## config.mk

```make
export PLATFORM = sky130hd
export DESIGN_NAME = imem_loader
export DESIGN_NICKNAME = d
export VERILOG_FILES = /design/src/rtl/imem_loader_pkg.sv /design/src/rtl/imem_loader_byte_packer.sv /design/src/rtl/imem_loader.sv
export SDC_FILE = /design/constraint.sdc
export NUM_CORES = 1
export LEC_CHECK = 0
export ABC_AREA = 1
export CAP_MARGIN = 25
export CORE_MARGIN = 2
export CORE_UTILIZATION = 28
export DETAILED_ROUTE_END_ITERATION = 6
export SLEW_MARGIN = 20
export SYNTH_ARGS = -nofsm -noshare
export SYNTH_HDL_FRONTEND = slang
export SYNTH_HIERARCHICAL = 1
export SYNTH_SLANG_ARGS = --single-unit
```

## constraint.sdc

```tcl
create_clock -name clk -period 1.5 [get_ports clk]
set_input_delay 0.225 -clock clk [delete_from_list [all_inputs] [get_ports clk]]
set_output_delay 0.225 -clock clk [all_outputs]
set_load 0.01 [all_outputs]
```

## src/rtl/imem_loader_pkg.sv

```systemverilog
// Shared types and constants for the instruction-memory loader.
package imem_loader_pkg;

  localparam int IMEM_ADDR_W    = 5;
  localparam int IMEM_WORD_W    = 32;
  localparam int BYTES_PER_WORD = IMEM_WORD_W / 8;

  typedef enum logic [2:0] {
    ST_IDLE,
    ST_LEN,
    ST_DATA,
    ST_CHECK,
    ST_DONE
  } state_t;

  // A length byte of zero requests a full memory image.
  function automatic logic [8:0] words_to_load(input logic [7:0] n, input logic [8:0] depth);
    return (n == 8'd0) ? depth : {1'b0, n};
  endfunction

endpackage

```

## src/rtl/imem_loader_byte_packer.sv

```systemverilog
// Big-endian byte-to-word packer: the first byte of a word ends up in the top byte lane.
module byte_packer
  import imem_loader_pkg::*;
#(
  parameter int WORD_W = IMEM_WORD_W
) (
  input  logic              clk,
  input  logic              rst,
  input  logic              clear,
  input  logic              shift_en,
  input  logic [7:0]        in_data,
  output logic [WORD_W-1:0] word,
  output logic              word_valid,
  output logic              last_byte
);

  localparam int BPW   = WORD_W / 8;
  localparam int CNT_W = (BPW > 1) ? $clog2(BPW) : 1;

  logic [CNT_W-1:0] byte_cnt;

  assign last_byte = (byte_cnt == CNT_W'(BPW - 1));

  // NOTE: sequential state uses non-blocking assignments so every flop samples pre-edge values.
  always_ff @(posedge clk) begin
    if (rst || clear) begin
      word       <= '0;
      byte_cnt   <= '0;
      word_valid <= 1'b0;
    end else begin
      word_valid <= shift_en && last_byte;
      if (shift_en) begin
        word     <= WORD_W'({word, in_data});
        byte_cnt <= last_byte ? '0 : byte_cnt + 1'b1;
      end
    end
  end

endmodule

```

## src/rtl/imem_loader.sv

```systemverilog
// Streams a length-prefixed byte image into instruction memory while holding the CPU.
// Optional trailing XOR checksum byte is enabled by defining IMEM_LOADER_CHECKSUM_EN.
module imem_loader
  import imem_loader_pkg::*;
#(
  parameter int ADDR_W = IMEM_ADDR_W,
  parameter int WORD_W = IMEM_WORD_W
) (
  input  logic              clk,
  input  logic              rst,
  input  logic              start,
  input  logic [7:0]        in_data,
  input  logic              in_valid,
  output logic              in_ready,
  output logic              wr_en,
  output logic [ADDR_W-1:0] wr_addr,
  output logic [WORD_W-1:0] wr_data,
  output logic              cpu_hold,
  output logic              done,
  output logic              err
);

  // Length arithmetic is 9 bits wide, enough for memories up to 256 words.
  localparam logic [8:0] DEPTH = 9'(2 ** ADDR_W);

  state_t            state, state_d;
  logic              accept, start_ok, pack_en, last_byte, word_valid, final_byte;
  logic [8:0]        n_words, rem_words;
  logic [ADDR_W-1:0] word_cnt;
  logic [WORD_W-1:0] packed_word;
`ifdef IMEM_LOADER_CHECKSUM_EN
  logic [7:0]        csum;
`endif

  assign accept     = in_valid && in_ready;
  assign start_ok   = start && (state == ST_IDLE);
  assign pack_en    = accept && (state == ST_DATA);
  assign n_words    = words_to_load(in_data, DEPTH);
  assign final_byte = pack_en && last_byte && (rem_words == 9'd1);

  assign wr_en   = word_valid;
  assign wr_addr = word_cnt;
  assign wr_data = packed_word;

  byte_packer #(.WORD_W(WORD_W)) u_packer (
    .clk       (clk),
    .rst       (rst),
    .clear     (start_ok),
    .shift_en  (pack_en),
    .in_data   (in_data),
    .word      (packed_word),
    .word_valid(word_valid),
    .last_byte (last_byte)
  );

  always_ff @(posedge clk) begin
    if (rst) state <= ST_IDLE;
    else     state <= state_d;
  end

  // NOTE: every combinational output gets a default first so no latch is inferred.
  always_comb begin
    state_d  = state;
    in_ready = 1'b0;
    cpu_hold = 1'b0;
    done     = 1'b0;
    case (state)
      ST_IDLE: if (start) state_d = ST_LEN;
      ST_LEN: begin
        in_ready = 1'b1;
        cpu_hold = 1'b1;
        if (accept) state_d = (n_words > DEPTH) ? ST_DONE : ST_DATA;
      end
      ST_DATA: begin
        in_ready = 1'b1;
        cpu_hold = 1'b1;
`ifdef IMEM_LOADER_CHECKSUM_EN
        if (final_byte) state_d = ST_CHECK;
`else
        if (final_byte) state_d = ST_DONE;
`endif
      end
`ifdef IMEM_LOADER_CHECKSUM_EN
      ST_CHECK: begin
        in_ready = 1'b1;
        cpu_hold = 1'b1;
        if (accept) state_d = ST_DONE;
      end
`endif
      ST_DONE: begin
        done    = 1'b1;
        state_d = ST_IDLE;
      end
      default: state_d = ST_IDLE;
    endcase
  end

  // The address counter advances on the write itself, so a byte may be accepted alongside it.
  always_ff @(posedge clk) begin
    if (rst) begin
      err       <= 1'b0;
      word_cnt  <= '0;
      rem_words <= '0;
    end else begin
      if (word_valid) word_cnt <= word_cnt + 1'b1;
      if (pack_en && last_byte) rem_words <= rem_words - 1'b1;
      if (state == ST_LEN && accept) begin
        if (n_words > DEPTH) err <= 1'b1;
        else                 rem_words <= n_words;
      end
`ifdef IMEM_LOADER_CHECKSUM_EN
      if (state == ST_CHECK && accept && in_data != csum) err <= 1'b1;
`endif
      if (start_ok) begin
        err       <= 1'b0;
        word_cnt  <= '0;
        rem_words <= '0;
      end
    end
  end

`ifdef IMEM_LOADER_CHECKSUM_EN
  always_ff @(posedge clk) begin
    if (rst)          csum <= 8'h00;
    else if (start_ok) csum <= 8'h00;
    else if (pack_en)  csum <= csum ^ in_data;
  end
`endif

endmodule

```

After elaboration in Yosys (flattened, before gate mapping):

Cells that the tools add are included.

* add/subtract/negate cells: 3
* $lt $le $gt $ge: 1
* multiplexer cells: 12
* reduce and logical (&&, ||, !) cells: 13
* equality and inequality tests: 8

Operator list (count)
* two-way mux 9 bit: 3
* two-way mux 3 bit: 4
* equality test 9 x 1 -> 1 bit (second input constant): 1
* one-hot mux 3 bit (3 select lines): 1
* subtractor 9 x 1 -> 9 bit (second input constant): 1
* > comparator 8 x 6 -> 1 bit (second input constant): 1
* zero test 8 bit: 1
* two-way mux 8 bit: 1
* logical AND 1 bit: 6
* inequality test 2 bit (second input constant): 3
* adder 5 x 1 -> 5 bit (second input constant): 1
* OR reduction 2 bit: 2
* equality test 3 x 1 -> 1 bit (second input constant): 1
* equality test 3 x 2 -> 1 bit (second input constant): 1
* equality test 3 bit (second input constant): 1
* zero test 3 bit: 1
* AND reduction 3 bit: 1
* adder 2 x 1 -> 2 bit (second input constant): 1
* equality test 2 bit (second input constant): 1
* two-way mux 1 bit: 2
* two-way mux 2 bit: 1
* AND reduction 2 bit: 1
* logical OR 1 bit: 1

* word-level logic and storage cells: 44
* register bits: 53

Longest topological paths before layout:

Gate-level depths: netlist of the first run.

* word-level depth: 9
* mapped depth: 9
* mapped depth without buffers: 9

By module:

The synthesis of the first run kept the hierarchy.

Modules (own cells, without submodules)
* byte_packer: cells an instance 156, instances 1, area each 1288.7 um^2
* imem_loader: cells an instance 184, instances 1, area each 1176.1 um^2

Least setup slack after synthesis of the first run:

Ideal clock, no wire load.

* path type: reg-to-reg
* start: reg state[2]
* end: reg u_packer.word[0]
* setup time: 0.120 ns
* stages on the path, launching flop included: 8
* period minus slack after synthesis: 1.266 ns
* data arrival time: 1.146 ns
* required time: 1.380 ns
* path slack: 0.234 ns
* cell sequence: dfxtp_1 > nor3_1 > nand2_2 > inv_1 > inv_1 > nand2_2 > buf_2 > a21oi_1

RTL lines
* start: declaration: line imem_loader.sv:26 `state_t state, state_d;`
* start signal: assignment: line imem_loader.sv:58 `else state <= state_d;`
* zero test 3 bit: line imem_loader.sv:36 `assign start_ok = start && (state == ST_IDLE);`
* logical AND 1 bit: line imem_loader.sv:36
* via start_ok: line imem_loader.sv:27 `logic accept, start_ok, pack_en, last_byte, word_valid, final_byte;`
* logical OR 1 bit: line imem_loader_byte_packer.sv:26 `if (rst || clear) begin`
* end signal: assignment: line imem_loader_byte_packer.sv:33 `word <= WORD_W'({word, in_data});`
* end: declaration: line imem_loader_byte_packer.sv:12 `output logic [WORD_W-1:0] word,`

The timed path passes the listed nets, and every way through them passes these cells.
A chain may end at the register's enable or synchronous reset.

Final worst setup path of the first run:

* start: reg word_cnt[3] (netlist: wr_addr[3])
* end: out wr_addr[3]

RTL lines
* start: declaration: line imem_loader.sv:29 `logic [ADDR_W-1:0] word_cnt;`
* start signal: assignment: line imem_loader.sv:105 `if (word_valid) word_cnt <= word_cnt + 1'b1;`
* end: declaration: line imem_loader.sv:16 `output logic [ADDR_W-1:0] wr_addr,`

No word-level cell between the ends.

==> results of run 1 <==
cell families after synthesis:
family,Yosys count,synth area share (%)
buffers and inverters,42,9.34
muxes,1,0.406
DFF,53,43.0
xor gates and xnor gates,2,0.711
adders and majority gates,5,2.54
AOI/OAI and AO/OA,47,9.70
and+or+nand+nor,190,34.3
worst max-delay path by stage:
| stage | from | endpoint | cells after the start |
|---|---|---|---|
| finish | wr_addr[3]$_SDFFE_PP0P_ | wr_addr[3] | 1 |
| global route | u_packer/word[8]$_SDFFE_PP0P_ | wr_data[8] | 1 |
| CTS | u_packer/word[12]$_SDFFE_PP0P_ | wr_data[12] | 1 |
| detailed placement | in_valid | u_packer/word[2]$_SDFFE_PP0P_ | 7 |
| global placement | in_valid | u_packer/word[1]$_SDFFE_PP0P_ | 7 |
| floorplan | state[2]$_SDFFE_PP0P_ | u_packer/word[0]$_SDFFE_PP0P_ | 7 |
where the power goes:
part / internal (mW) / leakage [nW] / switching, mW
Combinational: 0.0969 / 1.11 / 0.119
Clock: 0.350 / 0.0506 / 0.523
Sequential: 1.41 / 0.433 / 0.00899
Total: 1.86 / 1.59 / 0.651
state kept, by name, indices dropped and copies added (netlist names):
signal and count:
wr_addr 5, u_packer/byte_cnt 2, state 3, err 1
u_packer/word 32, u_packer/word_valid 1, rem_words 9
stage by stage:
stage | util, % | setup WS (ns) | hold slack [ns] | power, mW
3_5_place_dp | 37.1 | -0.137 | 0.443 | 1.67
6_report | 38.8 | 0.0347 | 0.455 | 2.51
4_1_cts | 38.3 | 0.000122 | 0.458 | 2.54
3_3_place_gp | 37.1 | -0.0991 | 0.447 | 1.67
5_1_grt | 38.8 | 0.000736 | 0.491 | 2.62
2_1_floorplan | - | 0.234 | 0.294 | 1.57
timing repair:
item / in CTS / in global routing
endpoints found under the setup margin: 12 / 56
buffers inserted: 0 / 1
resized for setup: 18 / 26
pin swaps: 0 / 1
area by class of cell:
| cell class | count | area [um^2] | area share (%) |
|---|---|---|---|
| Clock buffer | 5 | 68.8 | 2.06 |
| Inverter | 31 | 129 | 3.85 |
| Timing Repair Buffer | 74 | 728 | 21.7 |
| Multi-Input combinational cell | 245 | 1180 | 35.3 |
| Sequential cell | 53 | 1080 | 32.2 |
| Clock inverter | 3 | 28.8 | 0.859 |
| Tap cell | 108 | 135 | 4.04 |
per-layer routing:
layer | up-vias | global-route usage (%)
met5 | - | 0
met4 | 0 | 3.85
met3 | 6 | 4.80
met2 | 51 | 18.6
met1 | 1050 | 16.7
li1 | 1212 | -
Yosys cell counts (all sizes together):
cell	number
nand3	13
nand2	133
inv	30
nor3	5
nand4	3
nor2	31
mux2i	1
xor2	2
clkinv	1
buf	11
a21oi	42
nor3b	1
dfxtp	53
o21ai	5
nand3b	4
ha	5
==> impl_metrics.json, run 1 <==
{
  "layout_common_cells": "nand2_1 (129), a21oi_1 (42), dfxtp_1 (42), clkdlybuf4s50_1 (32), nor2_1 (28)",
  "met1Wirelength_um": 2900,
  "power.density_nw_per_um2": 750,
  "setup.reg_to_reg.worst_slack_ns": 0.13,
  "io_pins": 54,
  "yosysTopAreaCellShare_pct": 43.0,
  "fin_skew_ns": 0.0152,
  "status": "complete, no violations",
  "io_buffers": 53,
  "crit_path_start_kind": "flip-flop",
  "grt_max_degree": 37,
  "drc": 0,
  "synth_cell_types": 30,
  "overflow": 0,
  "gp_congestion": 0.793,
  "post-route-period-util_pct": 97.7,
  "crit_type": "reg2out",
  "hp-class": "reg2reg",
  "fin_crit_ns": 1.47,
  "drive_gt1_share_pct": 15.1,
  "r2r_cells": 8,
  "ir_worst_vdd_mv": 0.496,
  "syn2layout_area_growth_pct": 35.8,
  "cp_slowest_cell": "clkdlybuf4s50_1",
  "vias_per_cell": 4.47,
  "final_area_um2": 3350,
  "tritoncts_num_sinks": 53,
  "cts_buffers": 5,
  "tns_ns": 0,
  "cp-end-kind": "output port",
  "die_w_um": 97.8,
  "fmax_mhz": 682,
  "dp_cells": 510,
  "top_layer": "met4",
  "avgSynthCellArea_um2": 7.25,
  "postPlaceCellArea_um2": 3200,
  "track_usage_pct": 12.5,
  "final-setup-viol-count": 0,
  "yosys-top-cells-area": "dfxtp_1 (43%), nand2_1 (20%), a21oi_1 (8.5%), inv_1 (4.3%), nor2_1 (4.3%)",
  "cp.required_ns": 1.27,
  "clkLatencyLatePin_ns": 0.32,
  "n_antenna_cell": 0,
  "rows": 34,
  "hold_start": "err$_SDFFE_PP0P_",
  "n_fill_cell": 896,
  "cts_hold_buffers": 0,
  "vias": 2319,
  "timing.rr.end": "u_packer/word[30]$_SDFFE_PP0P_",
  "fp.coreArea_um2": 8640,
  "min_delay_path_depth": 2,
  "syn_nets": 357,
  "clk_path_buf_depth": 2,
  "grt_first_pass_wirelength_um": 9970,
  "max_slew.worst_pin.slew_ns": 0.250,
  "syn_area_um2": 2460,
  "ys_ff_latch": 53,
  "drt_iter0_drc": 98,
  "grt_pass1_vias": 2172,
  "die_area_um2": 9570,
  "wl_per_cell_um": 11.3,
  "met2RoutedLength_um": 2500,
  "critical_path_arrival_ns": 1.24,
  "h-tree-depth": 2,
  "cts_tree": "built",
  "critPathMaxFanout": 3,
  "cp_cell_sequence": "clkdlybuf4s50_1",
  "met3_length_um": 406,
  "final_common_cell": "nand2_1",
  "chipHeight_um": 97.8,
  "yosys_warnings": 6,
  "final_cells": 519,
  "maxCapViolCount": 0,
  "synth_area_leader_cell": "dfxtp_1",
  "synth_cells": 340,
  "relSlewSlack_pct": 83.3,
  "max_stage_delay_ns": 0.55,
  "hold_end": "err$_SDFFE_PP0P_",
  "firstDrtPassIters": 4,
  "ant_nets": 0,
  "slew_violations": 0,
  "antenna_found_initial": 0,
  "clock-root-buffer": "clkbuf_8",
  "start_util_pct": 28.5,
  "finalNetCount": 427,
  "p_leak_nw": 1.59,
  "crit-reg2reg-launch": "state[1]$_SDFFE_PP0P_",
  "hold_viol_final": 0,
  "path_buf_inv": 1,
  "hpwl_um": 4210,
  "clkTransAtPathRegs_ns": 0.09,
  "ys_seq_area_share_pct": 43.0,
  "cp_top_family": "buffers and inverters",
  "rsz0062_at_grt": "false",
  "wl_um": 5870
}
(Power assumes the default switching activity.)
==> inputs of run 2 (changes only) <==
--- a/config.mk
+++ b/config.mk
@@ -9,6 +9,7 @@
 export CAP_MARGIN = 25
 export CORE_MARGIN = 2
 export CORE_UTILIZATION = 28
+export CTS_CLUSTER_SIZE = 25
 export DETAILED_ROUTE_END_ITERATION = 6
 export SLEW_MARGIN = 20
 export SYNTH_ARGS = -nofsm -noshare
==> results of run 2 <==
Same layout as run 1: the final DEF is identical, and so are final timing and power.
==> inputs of run 3 (changes only) <==
--- a/config.mk
+++ b/config.mk
@@ -9,6 +9,7 @@
 export CAP_MARGIN = 25
 export CORE_MARGIN = 2
 export CORE_UTILIZATION = 28
+export CTS_BUF_LIST = sky130_fd_sc_hd__clkbuf_4 sky130_fd_sc_hd__clkbuf_8
 export CTS_CLUSTER_SIZE = 25
 export DETAILED_ROUTE_END_ITERATION = 6
 export SLEW_MARGIN = 20
==> results of run 3 <==
Same layout as run 1: the final DEF is identical, and so are final timing and power.
